## src/rtl/gpfc_pause_ctrl.sv

```systemverilog
// GPFC pause controller: per-port hysteresis congestion FSMs reduced to one aggregate
// state, which drives registered pause/resume messages with periodic pause refresh.
module gpfc_pause_ctrl #(
    parameter int PORT_NUM                   = 8,
    parameter int QUEUE_OCCUPANCY_UNIT_WIDTH = 12,
    parameter int PAUSE_RANK_WIDTH           = 16,
    parameter int PAUSE_TIME_WIDTH           = 16,
    parameter int PAUSE_TIME_VALUE_DEFAULT   = 65535,
    parameter int REFRESH_PERIOD             = 32768,
    parameter int REFRESH_CNT_WIDTH          = 16
) (
    input  logic                                           clk,
    input  logic                                           rstn,
    input  logic [PORT_NUM*QUEUE_OCCUPANCY_UNIT_WIDTH-1:0] s_axis_queue_occupancy,
    input  logic [PORT_NUM-1:0]                            s_axis_port_enable,
    input  logic [QUEUE_OCCUPANCY_UNIT_WIDTH-1:0]          s_axis_xoff_low,
    input  logic [QUEUE_OCCUPANCY_UNIT_WIDTH-1:0]          s_axis_xon_low,
    input  logic [QUEUE_OCCUPANCY_UNIT_WIDTH-1:0]          s_axis_xoff_all,
    input  logic [QUEUE_OCCUPANCY_UNIT_WIDTH-1:0]          s_axis_xon_all,
    input  logic [PAUSE_RANK_WIDTH-1:0]                    s_axis_xoff_rank,
    output logic                                           m_axis_valid,
    input  logic                                           m_axis_ready,
    output logic [PAUSE_RANK_WIDTH-1:0]                    m_axis_pause_rank,
    output logic [PAUSE_TIME_WIDTH-1:0]                    m_axis_pause_time,
    output logic [1:0]                                     m_axis_congestion_state,
    output logic [PORT_NUM-1:0]                            m_axis_congested_ports
);

    localparam int QW = QUEUE_OCCUPANCY_UNIT_WIDTH;
    localparam logic [REFRESH_CNT_WIDTH-1:0] REFRESH_LAST    = REFRESH_CNT_WIDTH'(REFRESH_PERIOD - 1);
    localparam logic [PAUSE_TIME_WIDTH-1:0]  PAUSE_TIME_XOFF = PAUSE_TIME_WIDTH'(PAUSE_TIME_VALUE_DEFAULT);

    typedef enum logic [1:0] {
        ST_XON     = 2'd0,
        ST_XOFFLOW = 2'd1,
        ST_XOFFALL = 2'd2
    } cong_state_e;

    function automatic logic [PAUSE_RANK_WIDTH-1:0] msg_rank(input cong_state_e st,
                                                            input logic [PAUSE_RANK_WIDTH-1:0] xoff_rank);
        case (st)
            ST_XOFFLOW: msg_rank = xoff_rank;
            default:    msg_rank = {PAUSE_RANK_WIDTH{1'b0}};
        endcase
    endfunction

    function automatic logic [PAUSE_TIME_WIDTH-1:0] msg_time(input cong_state_e st);
        case (st)
            ST_XON:  msg_time = {PAUSE_TIME_WIDTH{1'b0}};
            default: msg_time = PAUSE_TIME_XOFF;
        endcase
    endfunction

    logic [QW-1:0]                  w_occ [PORT_NUM];
    cong_state_e                    r_port_state [PORT_NUM];
    cong_state_e                    w_port_next [PORT_NUM];
    cong_state_e                    r_agg;
    cong_state_e                    w_agg_next;
    cong_state_e                    w_msg_state;
    logic [PORT_NUM-1:0]            r_congested;
    logic [PORT_NUM-1:0]            w_congested_next;
    logic                           r_valid;
    logic [PAUSE_RANK_WIDTH-1:0]    r_rank;
    logic [PAUSE_TIME_WIDTH-1:0]    r_time;
    logic [REFRESH_CNT_WIDTH-1:0]   r_refresh_cnt;
    logic                           w_change;
    logic                           w_expire;

    for (genvar g = 0; g < PORT_NUM; g++) begin : g_occ
        assign w_occ[g] = s_axis_queue_occupancy[g*QW +: QW];
    end

    // Per-port hysteresis next state; XOFFALL exit may fall straight through to XON.
    always_comb begin
        for (int p = 0; p < PORT_NUM; p++) begin
            w_port_next[p] = ST_XON;
            if (!s_axis_port_enable[p]) begin
                w_port_next[p] = ST_XON;
            end else begin
                case (r_port_state[p])
                    ST_XON: begin
                        if (w_occ[p] >= s_axis_xoff_all)      w_port_next[p] = ST_XOFFALL;
                        else if (w_occ[p] >= s_axis_xoff_low) w_port_next[p] = ST_XOFFLOW;
                        else                                  w_port_next[p] = ST_XON;
                    end
                    ST_XOFFLOW: begin
                        if (w_occ[p] >= s_axis_xoff_all)     w_port_next[p] = ST_XOFFALL;
                        else if (w_occ[p] < s_axis_xon_low)  w_port_next[p] = ST_XON;
                        else                                 w_port_next[p] = ST_XOFFLOW;
                    end
                    ST_XOFFALL: begin
                        if (w_occ[p] < s_axis_xon_all)
                            w_port_next[p] = (w_occ[p] < s_axis_xon_low) ? ST_XON : ST_XOFFLOW;
                        else
                            w_port_next[p] = ST_XOFFALL;
                    end
                    default: w_port_next[p] = ST_XON;
                endcase
            end
        end
    end

    // Per-port state registers.
    always_ff @(posedge clk or negedge rstn) begin
        if (!rstn) begin
            for (int p = 0; p < PORT_NUM; p++) r_port_state[p] <= ST_XON;
        end else begin
            for (int p = 0; p < PORT_NUM; p++) r_port_state[p] <= w_port_next[p];
        end
    end

    // Aggregate is the worst port state; a change outranks a coincident refresh expiry.
    always_comb begin
        w_agg_next       = ST_XON;
        w_congested_next = {PORT_NUM{1'b0}};
        for (int p = 0; p < PORT_NUM; p++) begin
            if (r_port_state[p] > w_agg_next) w_agg_next = r_port_state[p];
            w_congested_next[p] = (r_port_state[p] != ST_XON);
        end
        w_change    = (w_agg_next != r_agg);
        w_expire    = (r_agg != ST_XON) && !r_valid && (r_refresh_cnt == REFRESH_LAST);
        w_msg_state = w_change ? w_agg_next : r_agg;
    end

    // Aggregate state, message slot and valid/ready handshake.
    always_ff @(posedge clk or negedge rstn) begin
        if (!rstn) begin
            r_agg       <= ST_XON;
            r_congested <= {PORT_NUM{1'b0}};
            r_valid     <= 1'b0;
            r_rank      <= {PAUSE_RANK_WIDTH{1'b0}};
            r_time      <= {PAUSE_TIME_WIDTH{1'b0}};
        end else begin
            r_agg       <= w_agg_next;
            r_congested <= w_congested_next;
            if (w_change || w_expire) begin
                r_valid <= 1'b1;
                r_rank  <= msg_rank(w_msg_state, s_axis_xoff_rank);
                r_time  <= msg_time(w_msg_state);
            end else if (r_valid && m_axis_ready) begin
                r_valid <= 1'b0;
            end
        end
    end

    // Refresh timer only advances while congested with no message outstanding.
    always_ff @(posedge clk or negedge rstn) begin
        if (!rstn) begin
            r_refresh_cnt <= {REFRESH_CNT_WIDTH{1'b0}};
        end else if (w_change || (r_agg == ST_XON) || w_expire) begin
            r_refresh_cnt <= {REFRESH_CNT_WIDTH{1'b0}};
        end else if (!r_valid) begin
            r_refresh_cnt <= r_refresh_cnt + REFRESH_CNT_WIDTH'(1);
        end
    end

    assign m_axis_valid            = r_valid;
    assign m_axis_pause_rank       = r_rank;
    assign m_axis_pause_time       = r_time;
    assign m_axis_congestion_state = r_agg;
    assign m_axis_congested_ports  = r_congested;

endmodule

```

## config.mk

```make
export PLATFORM = sky130hd
export DESIGN_NAME = gpfc_pause_ctrl
export DESIGN_NICKNAME = d
export VERILOG_FILES = /design/src/rtl/gpfc_pause_ctrl.sv
export SDC_FILE = /design/constraint.sdc
export NUM_CORES = 1
export LEC_CHECK = 0
export BUFFER_PORTS_ARGS = -buffer_cell sky130_fd_sc_hd__buf_2
export CORE_MARGIN = 3
export CORE_UTILIZATION = 40
export CTS_CLUSTER_DIAMETER = 120
export CTS_CLUSTER_SIZE = 28
export DETAILED_ROUTE_END_ITERATION = 16
export GPL_ROUTABILITY_DRIVEN = 0
export GPL_TIMING_DRIVEN = 0
export PLACE_DENSITY = 0.69
export SLEW_MARGIN = 20
export SYNTH_ARGS = -nofsm -noshare
export SYNTH_HDL_FRONTEND = slang
export SYNTH_SLANG_ARGS = --single-unit
export TNS_END_PERCENT = 1
```

## constraint.sdc

```tcl
create_clock -name clk -period 7.7 [get_ports clk]
set_input_delay 0.77 -clock clk [delete_from_list [all_inputs] [get_ports clk]]
set_output_delay 0.77 -clock clk [all_outputs]
set_load 0.02 [all_outputs]
```

==> results of run 1 <==
[worst max-delay path by stage]
stage                                from                                end  slack, ns  cells past startpoint
6_report       r_port_state[13]$_DFF_PN0_  m_axis_pause_rank[11]$_DFFE_PN0P_       0.46                     36
5_1_grt        r_port_state[13]$_DFF_PN0_  m_axis_pause_rank[11]$_DFFE_PN0P_      -0.01                     36
4_1_cts        r_port_state[13]$_DFF_PN0_  m_axis_pause_rank[11]$_DFFE_PN0P_       0.05                     34
3_5_place_dp   r_port_state[13]$_DFF_PN0_  m_axis_pause_rank[14]$_DFFE_PN0P_       0.09                     34
3_3_place_gp   r_port_state[13]$_DFF_PN0_       r_refresh_cnt[9]$_DFFE_PN0P_       0.36                     35
2_1_floorplan  r_port_state[13]$_DFF_PN0_  m_axis_pause_rank[10]$_DFFE_PN0P_       0.92                     35
[state kept, by name, indices dropped and copies added, names as in the netlist]
name / flops
m_axis_congested_ports: 8
m_axis_congestion_state: 2
m_axis_pause_time: 1
m_axis_pause_rank: 16
r_refresh_cnt: 16
r_port_state: 16
m_axis_valid: 1
[Yosys cell counts (all sizes together), types with 14 or more instances]
| cell type | number |
|---|---|
| o21ai | 80 |
| a211oi | 15 |
| a21o | 70 |
| nor2b | 16 |
| nor2 | 65 |
| nand4 | 16 |
| nand2 | 44 |
| o21a | 36 |
| nor3 | 32 |
| nand2b | 46 |
| a22o | 16 |
| a21oi | 64 |
| ha | 390 |
| nor4 | 14 |
| inv | 78 |
| buf | 17 |
| dfrtp | 60 |
[kinds of logic after synthesis]
group	after synthesis	synth area share, %
muxes	5	0.463
AOI/OAI and AO/OA	381	23.6
adders and majority gates	390	44.1
DFF	60	13.6
buffers and inverters	99	4.00
xor gates and xnor gates	14	1.11
and+or+nand+nor	276	13.2
[timing repair]
item	in CTS	in global routing
endpoints found under the setup margin	0	33
setup buffers	0	1
hold endpoints to repair	0	0
gates resized for setup	0	12
[layer usage]
metal	up-vias	GRT usage, %	wire (microns)
met5	-	0	88
met1	4540	26.2	14200
met3	84	4.44	2150
met4	14	8.37	943
met2	334	36.4	15000
li1	5131	-	-
[where the power goes]
| group | switching (uW) | internal [uW] | total, uW |
|---|---|---|---|
| clock network | 136 | 333 | 469 |
| registers | 42.7 | 378 | 421 |
| logic | 717 | 548 | 1270 |
[metrics by stage]
stage | power (uW) | utilization, % | hold slack, ns | TNS [ns]
floorplan | 1280 | - | 0.466 | 0
global placement | 1600 | 46.5 | 0.484 | 0
detailed placement | 1630 | 46.5 | 0.486 | 0
CTS | 2120 | 47.8 | 0.502 | 0
global route | 2340 | 48.0 | 0.510 | -0.0216
finish | 2160 | 48.0 | 0.499 | 0
[cell type report]
class / instances / area [sq um] / area share, %
Inverter: 78 / 293 / 2.25
Timing Repair Buffer: 214 / 1080 / 8.27
Tap cell: 372 / 465 / 3.58
Sequential cell: 60 / 1500 / 11.5
Buffer: 21 / 151 / 1.16
Multi-Input combinational cell: 1066 / 9180 / 70.5
Clock buffer: 12 / 256 / 1.97
Clock inverter: 4 / 95.1 / 0.730
[layout by cell type, fill, tap and decap left out, drive strengths merged, types with 12 or more instances in the layout]
| master | synthesis | final |
|---|---|---|
| buf | 17 | 231 |
| o22ai | 12 | 12 |
| inv | 78 | 78 |
| o21a | 36 | 36 |
| nor2b | 16 | 16 |
| nor3 | 32 | 32 |
| nand4 | 16 | 16 |
| a211o | 13 | 13 |
| nand2b | 46 | 46 |
| dfrtp | 60 | 60 |
| a211oi | 15 | 15 |
| nor4 | 14 | 14 |
| a21oi | 64 | 64 |
| nor2 | 65 | 65 |
| ha | 390 | 390 |
| a21o | 70 | 70 |
| xor2 | 12 | 12 |
| clkbuf | 4 | 16 |
| a22o | 16 | 16 |
| nand2 | 44 | 44 |
| o21ai | 80 | 80 |
[worst register-to-register path, delay by kind of cell (launching register included)]
kind                     cells  cell delay [ns]
multiplexers                 2             0.67
adder cells (fa/ha/maj)      7             1.99
AO/OA/AOI/OAI               14             2.59
AND/OR/NAND/NOR              6             0.94
flip-flops                   1             0.41
buffers and inverters        7             0.53
==> out/qor.yml, run 1 <==
status:
  status: "finished clean"
global_route:
  grt_use_total_pct: 21.3
  grt_pass1_wl_microns: 50400
  grt_overflow: 0
  grt_pass1_vias: 9773
  grt_max_degree: 61
  antenna_found_initial: 7
finish:
  area_delta_synth_final_pct: 17.6
  design_area_sq_mm: 0.0130
  final_layout_size_suffix_gt1_share_pct: 18.7
  fin_cells: 1827
  antenna_cells: 0
  final_nets: 2011
  fillCellCount: 2625
setup_path:
  critPathLaunchType: "flop"
  cpLargestDelayFamily: "compound AO/OA/AOI/OAI gates"
  slowest_stage: "dfrtp_2"
  arrival_ns: 7.44
  path_buf_inv: 7
  slowest_delay_ns: 0.41
  worst-path-max-fanout: 10
  r2r_slack_ns: 0.46
  crit_path_frequent_cell: "ha_1"
  timing.rr.end: "m_axis_pause_rank[11]$_DFFE_PN0P_"
  r2r_start: "r_port_state[13]$_DFF_PN0_"
  worstPathRequired_ns: 7.90
  r2r.worst_path.cells: 36
  crit_type: "reg -> reg"
  end_kind: "flop"
place:
  dp_slack_ns: 0.0950
  dp_hpwl_microns: 27400
  placed_area_sq_mm: 0.0126
  port_buffers: 213
  placedCellCount: 1810
floorplanning:
  core_sq_mm: 0.0271
  die-area_sq_mm: 0.0297
  fp.dieH_microns: 172
  start_util_pct: 40.8
  rows: 60
  ios: 214
  die_w_microns: 172
timing:
  period_share_pct: 94.1
  worst_slew_pin_slew_ns: 0.768
  finClkSkew_ns: 0.00854
  setup_slack_ns: 0.457
  setup_viol: 0
  slew_headroom_pct: 48.8
  max_freq_mhz: 138
  fin_crit_ns: 7.24
  finalMaxSlewViolations: 0
  hold_viol: 0
logic_synthesis:
  synth_area_sq_mm: 0.0111
  synth_top_area_share_pct: 44.1
  synth_cells: 1225
  synthDistinctLibCells: 65
  ys.flop_type: "dfrtp_1"
  yosysSeqAreaShare_pct: 13.6
  synth-seq-cells: 60
  ys_warn_count: 0
  postSynthAreaPerCell_sq_um: 9.04
  synthTopCellsByArea: "ha_1, dfrtp_1, a21o_1"
  async_flop_share_pct: 100
  synth_area_leader_cell: "ha_1"
  synth_edf_count: 0
  synth_nets: 1786
detailed_routing:
  vias: 10100
  ant_nets: 0
  wl_per_cell_microns: 17.7
  drtPass1Iterations: 5
  first_iter_violations: 392
  viasPerCell: 5.53
  drcViolationCount: 0
  drt_wl_total_microns: 32400
clock_network:
  clk_pin_slew_ns: 0.05
  cts_hold_buffers: 0
  clockBufferDepth: 2
  cts_tree: "done"
  cts-htree-levels: 3
  numCtsBuffers: 9
  root_buffer: "clkbuf_16"
  clkSinkCount: 60
  clock_latency_ns: 0.32
min_path:
  hp-start: "m_axis_pause_rank[12]$_DFFE_PN0P_"
  hold_depth: 1
  hold-path-endpoint: "m_axis_pause_rank[12]$_DFFE_PN0P_"
  hp-class: "reg -> reg"
power_and_ir_drop:
  leakage_uw: 0.00706
  vdd_drop_max_mv: 0.105
  p_per_area_mw_per_mm2: 166
flow_run:
  drv_cap: 0
(Power assumes the default switching activity.)
==> run 2: changes to the inputs <==
--- a/config.mk
+++ b/config.mk
@@ -5,15 +5,16 @@
 export SDC_FILE = /design/constraint.sdc
 export NUM_CORES = 1
 export LEC_CHECK = 0
-export BUFFER_PORTS_ARGS = -buffer_cell sky130_fd_sc_hd__buf_2
+export BUFFER_PORTS_ARGS = -buffer_cell sky130_fd_sc_hd__clkbuf_2
 export CORE_MARGIN = 3
-export CORE_UTILIZATION = 40
+export CORE_UTILIZATION = 58
 export CTS_CLUSTER_DIAMETER = 120
 export CTS_CLUSTER_SIZE = 28
 export DETAILED_ROUTE_END_ITERATION = 16
 export GPL_ROUTABILITY_DRIVEN = 0
 export GPL_TIMING_DRIVEN = 0
-export PLACE_DENSITY = 0.69
+export MAX_ROUTING_LAYER = met4
+export PLACE_DENSITY = 0.91
 export SLEW_MARGIN = 20
 export SYNTH_ARGS = -nofsm -noshare
 export SYNTH_HDL_FRONTEND = slang
==> out/qor.yml, run 2 (same netlist as run 1, synthesis figures left out) <==
status:
  status: "finished clean"
floorplanning:
  die_w_microns: 144  # -16%
  start_util_pct: 60.4  # +20 points
  ios: 214  # unchanged
  core_sq_mm: 0.0183  # -32%
  rows: 49  # -18%
  fp.dieH_microns: 144  # -16%
  die-area_sq_mm: 0.0208  # -30%
timing:
  worst_slew_pin_slew_ns: 0.618  # -0.150 ns
  max_freq_mhz: 137  # -0.95%
  whs_ns: 0.346  # -0.153 ns
  setup_slack_ns: 0.388  # -0.0696 ns
  setup_viol: 0  # unchanged
  finalMaxSlewViolations: 0  # unchanged
  slew_headroom_pct: 58.2  # +9.4 points
  fin_crit_ns: 7.31  # +0.0696 ns
  finClkSkew_ns: 0.00813  # -0.000410 ns
  hold_viol: 0  # unchanged
  period_share_pct: 95.0  # +0.90 points
finish:
  final_nets: 2015  # +0.20%
  final_cell_mix: "ha_1, clkbuf_2, o21ai_0"
  final_util_pct: 70.2  # +22 points
  antenna_cells: 0  # unchanged
  final_common_cell: "ha_1"
  final_layout_size_suffix_gt1_share_pct: 19.1  # +0.36 points
  area_delta_synth_final_pct: 16.2
  fin_cells: 1688  # -7.6%
detailed_routing:
  ant_nets: 0  # unchanged
  wl_per_cell_microns: 20.0  # +13%
  vias: 11200  # +11%
  drtPass1Iterations: 5  # unchanged
  first_iter_violations: 849  # +120%
  drcViolationCount: 0  # unchanged
  drt_wl_total_microns: 33800  # +4.4%
  viasPerCell: 6.61  # +20%
place:
  dp_slack_ns: 0.130  # +0.0350 ns
  dp_hpwl_microns: 28200  # +3.1%
  port_buffers: 213  # unchanged
  placedCellCount: 1668  # -7.8%
power_and_ir_drop:
  p_total_uw: 2200  # +2.1%
  vdd_drop_max_mv: 0.165  # +57%
  leakage_uw: 0.00712  # +0.85%
  p_per_area_mw_per_mm2: 171  # +3.3%
global_route:
  grt_use_total_pct: 32.2  # +11 points
  grt_max_degree: 43  # -30%
  grt_pass1_vias: 11200  # +15%
  grt_pass1_wl_microns: 52400  # +4.0%
  antenna_found_initial: 0  # -7
  grt_overflow: 0  # unchanged
setup_path:
  slowest_stage: "dfrtp_2"
  crit_type: "reg -> reg"
  crit_path_frequent_cell: "ha_1"
  worstPathRequired_ns: 7.91  # about the same
  critPathLaunchType: "flop"
  slowest_delay_ns: 0.41  # about the same
  worst-path-max-fanout: 10  # unchanged
  arrival_ns: 7.52  # +0.08 ns
  end_kind: "flop"
clock_network:
  root_buffer: "clkbuf_16"
  clkSinkCount: 60  # unchanged
  cts_hold_buffers: 0  # unchanged
  cts-htree-levels: 3  # unchanged
  clock_latency_ns: 0.33  # about the same
  numCtsBuffers: 9  # unchanged
  clockBufferDepth: 2  # unchanged
  clk_pin_slew_ns: 0.06  # about the same
  cts_tree: "done"
min_path:
  hp-class: "in -> async"
flow_run:
  drv_cap: 0  # unchanged
[run 2: critical path, delay by kind of cell (launching register included)]
kind	cells	cell delay (ns)
muxes	2	0.64
AOI/OAI and AO/OA	14	2.63
adders and majority gates	7	1.97
and+or+nand+nor	6	0.96
buffers and inverters	7	0.57
DFF	1	0.41
[run 2: path summary, 6_finish.rpt]
kind	from	endpoint	slack [ns]	cells past startpoint
max in group asynchronous	rstn	r_port_state[13]$_DFF_PN0_	6.82	2
worst min-delay path	rstn	m_axis_pause_rank[12]$_DFFE_PN0P_	0.35	1
worst min register to register	m_axis_pause_rank[9]$_DFFE_PN0P_	m_axis_pause_rank[9]$_DFFE_PN0P_	0.51	1
worst max-delay path	r_port_state[13]$_DFF_PN0_	m_axis_pause_rank[13]$_DFFE_PN0P_	0.39	36
worst max register to register	r_port_state[13]$_DFF_PN0_	m_axis_pause_rank[13]$_DFFE_PN0P_	0.39	36
min in group clk	m_axis_pause_rank[9]$_DFFE_PN0P_	m_axis_pause_rank[9]$_DFFE_PN0P_	0.51	1
[run 2: per-layer routing]
metal | wire (microns) | up-vias | part of all wire (%) | GRT usage, %
li1 | - | 5149 | - | -
met2 | 15700 | 593 | 46 | 52.6
met4 | 1840 | 0 | 5.4 | 16.5
met3 | 2880 | 157 | 8.5 | 5.32
met1 | 13400 | 5266 | 40 | 38.3
met5 | 0 | - | 0 | -
[run 2: where the power goes]
group	switching, uW	total (uW)	leakage [uW]	internal, uW
registers	48.3	427	0.000802	378
logic	757	1340	0.00616	582
clock network	143	435	0.000162	292
total	949	2200	0.00712	1250
[run 2: final cells by class]
class	instances	area [sq um]
repair buffers	218	1120
inverters	78	293
well taps	229	287
clock inverters	6	87.6
flip-flops and latches	60	1500
fillers	1315	5470
multi-input cells	1066	9190
clock buffers	10	239
plain buffers	21	151
[run 2: per-stage QoR]
stage | setup TNS, ns | cell area [sq um]
after floorplan | 0 | 11100
after global placement | 0 | 12400
after detailed placement | 0 | 12400
after CTS | 0 | 12800
after global routing | -0.833 | 12900
final | 0 | 12900
[run 2: repair_timing]
item | in CTS | in global routing
endpoints found under the setup margin | 0 | 34
setup buffers | 0 | 4
gates resized for setup | 0 | 14
hold endpoints to repair | 0 | 0
==> run 3: changes to the inputs <==
--- a/config.mk
+++ b/config.mk
@@ -7,14 +7,14 @@
 export LEC_CHECK = 0
 export BUFFER_PORTS_ARGS = -buffer_cell sky130_fd_sc_hd__clkbuf_2
 export CORE_MARGIN = 3
-export CORE_UTILIZATION = 58
+export CORE_UTILIZATION = 53
 export CTS_CLUSTER_DIAMETER = 120
 export CTS_CLUSTER_SIZE = 28
 export DETAILED_ROUTE_END_ITERATION = 16
 export GPL_ROUTABILITY_DRIVEN = 0
 export GPL_TIMING_DRIVEN = 0
 export MAX_ROUTING_LAYER = met4
-export PLACE_DENSITY = 0.91
+export PLACE_DENSITY = 0.88
 export SLEW_MARGIN = 20
 export SYNTH_ARGS = -nofsm -noshare
 export SYNTH_HDL_FRONTEND = slang
==> constraint.sdc (replaced) <==
create_clock -name clk -period 6.09 [get_ports clk]
set_input_delay 0.609 -clock clk [delete_from_list [all_inputs] [get_ports clk]]
set_output_delay 0.609 -clock clk [all_outputs]
set_load 0.02 [all_outputs]
==> out/qor.yml, run 3 (same netlist as run 1, synthesis figures left out) <==
timing:
  fin_crit_ns: 6.57  # -0.742 ns
  period_share_pct: 108  # +13 points
  setup_viol: 34  # +34
  setup_slack_ns: -0.480  # -0.868 ns
  finalMaxSlewViolations: 0  # unchanged
  finClkSkew_ns: 0.0102  # +0.00209 ns
  max_freq_mhz: 152  # +11%
  tns_ns: -14.49  # -14.49 ns
  hold_viol: 0  # unchanged
  worst_slew_pin_slew_ns: 0.688  # +0.0697 ns
  rsz0062_at_grt: "yes"
  slew_headroom_pct: 54.0  # -4.2 points
setup_path:
  startpoint: "r_port_state[14]$_DFF_PN0_"
  crit_type: "reg -> reg"
  r2r.worst_path.cells: 39  # +8.3%
  worst-path-max-fanout: 5  # -5
  arrival_ns: 6.79  # -0.73 ns
  timing.rr.end: "m_axis_pause_rank[9]$_DFFE_PN0P_"
  end_kind: "flop"
  worstPathRequired_ns: 6.31  # -1.60 ns
  r2r_start: "r_port_state[14]$_DFF_PN0_"
  slowest_stage: "dfrtp_1"
  r2r_slack_ns: -0.48  # -0.87 ns
  slowest_delay_ns: 0.38  # -0.03 ns
  critPathLaunchType: "flop"
  critPathCapture: "m_axis_pause_rank[9]$_DFFE_PN0P_"
finish:
  design_area_sq_mm: 0.0132  # +2.5%
  fin_cells: 1747  # +3.5%
  final_nets: 2030  # +0.74%
  area_delta_synth_final_pct: 19.1
  final_cell_mix: "ha_1, clkbuf_2, o21ai_0"
  final_common_cell: "ha_1"
  final_layout_size_suffix_gt1_share_pct: 21.6  # +2.6 points
clock_network:
  clkSinkCount: 60  # unchanged
  numCtsBuffers: 9  # unchanged
  cts_tree: "done"
  clock_latency_ns: 0.34  # about the same
  clk_pin_slew_ns: 0.06  # about the same
  clockBufferDepth: 2  # unchanged
  cts-htree-levels: 3  # unchanged
  cts_hold_buffers: 0  # unchanged
  root_buffer: "clkbuf_16"
floorplanning:
  rows: 52  # +6.1%
  ios: 214  # unchanged
  die-area_sq_mm: 0.0227  # +9.0%
  die_w_microns: 151  # +4.4%
  start_util_pct: 54.3  # -6.0 points
  core_sq_mm: 0.0204  # +11%
  fp.dieH_microns: 151  # +4.4%
power_and_ir_drop:
  intPower_uw: 1670  # +34%
  switchingPower_uw: 1340  # +42%
  p_per_area_mw_per_mm2: 229  # +34%
  p_seq_share_pct: 17.7  # -1.7 points
  vdd_drop_max_mv: 0.170  # +2.9%
  leakage_uw: 0.00719  # +0.97%
  clkPwrFrac_pct: 16.1  # -3.7 points
  swShare_pct: 44.5  # +1.4 points
  combPwrFrac_pct: 66.2  # +5.4 points
status:
  status: "finished with violations"
  violations: "negative setup slack"
detailed_routing:
  vias: 11200  # -0.099%
  drtPass1Iterations: 5  # unchanged
  ant_nets: 0  # unchanged
  wl_per_cell_microns: 21.1  # +5.4%
  drcViolationCount: 0  # unchanged
  first_iter_violations: 809  # -4.7%
  drt_wl_total_microns: 36900  # +9.1%
  viasPerCell: 6.38  # -3.5%
global_route:
  grt_max_degree: 51  # +19%
  grt_use_total_pct: 33.1  # +0.91 points
  grt_overflow: 0  # unchanged
  grt_pass1_vias: 11100  # -0.89%
  grt_pass1_wl_microns: 56700  # +8.3%
  antenna_found_initial: 3  # +3
place:
  port_buffers: 213  # unchanged
  dp_hpwl_microns: 28100  # -0.43%
  placedCellCount: 1709  # +2.5%
  placed_area_sq_mm: 0.0126  # +1.1%
flow_run:
  drv_cap: 0  # unchanged
min_path:
  hp-class: "in -> async"
-- run 3: layer usage --
metal / track usage [%] / part of all wire (%)
met1: 38.8 / 39
met5: - / 0
met4: 18.7 / 6.0
met2: 52.4 / 45
met3: 7.65 / 10
-- run 3: worst max-delay path: cells and delay by family, from the launching register on --
kind | cells | cell delay (ns)
adders and majority gates | 7 | 1.88
muxes | 2 | 0.57
AOI/OAI and AO/OA | 14 | 1.91
and+or+nand+nor | 8 | 0.92
buffers and inverters | 8 | 0.74
DFF | 1 | 0.38
-- run 3: worst min-delay path by stage --
stage                                                     end  cells after the start  slack [ns]                        startpoint
after floorplan           m_axis_congested_ports[0]$_DFF_PN0_                      0        0.31                              rstn
after global placement       m_axis_pause_rank[1]$_DFFE_PN0P_                      1        0.49  m_axis_pause_rank[1]$_DFFE_PN0P_
after detailed placement     m_axis_pause_rank[4]$_DFFE_PN0P_                      1        0.49  m_axis_pause_rank[4]$_DFFE_PN0P_
after CTS                 m_axis_congested_ports[6]$_DFF_PN0_                      1        0.14                              rstn
after global routing      m_axis_congested_ports[6]$_DFF_PN0_                      1        0.15                              rstn
final                     m_axis_congested_ports[7]$_DFF_PN0_                      1        0.14                              rstn
-- run 3: power groups by stage --
| stage | registers, uW | clock network [uW] | logic, uW |
|---|---|---|---|
| floorplan | 616 | 0 | 1040 |
| global placement | 538 | 0 | 1530 |
| detailed placement | 542 | 0 | 1600 |
| CTS | 534 | 487 | 1940 |
| global route | 543 | 508 | 2170 |
| finish | 535 | 484 | 2000 |
-- run 3: cell type report --
type | instances | area (sq um)
Tap cell | 270 | 338
Sequential cell | 60 | 1500
Timing Repair Buffer | 232 | 1250
Clock inverter | 7 | 51.3
Clock buffer | 9 | 225
Inverter | 78 | 293
Multi-Input combinational cell | 1067 | 9370
Fill cell | 1623 | 7180
Antenna cell | 3 | 7.51
Buffer | 21 | 153
-- run 3: repair_timing --
action                                  4_1_cts  5_1_grt
setup buffers                                16        1
pin swaps                                    25       16
endpoints found under the setup margin       35       35
gates cloned                                  2        0
gates resized for setup                      24       11
-- run 3: through the flow --
| stage | utilization, % | total power [uW] | hold slack (ns) | worst slack [ns] |
|---|---|---|---|---|
| final | 64.7 | 3020 | 0.145 | -0.480 |
| after floorplan | - | 1660 | 0.313 | -0.211 |
| after global routing | 64.7 | 3220 | 0.148 | -0.746 |
| after detailed placement | 61.8 | 2140 | 0.493 | -0.985 |
| after CTS | 64.5 | 2960 | 0.145 | -0.577 |
| after global placement | 61.6 | 2060 | 0.488 | -0.756 |
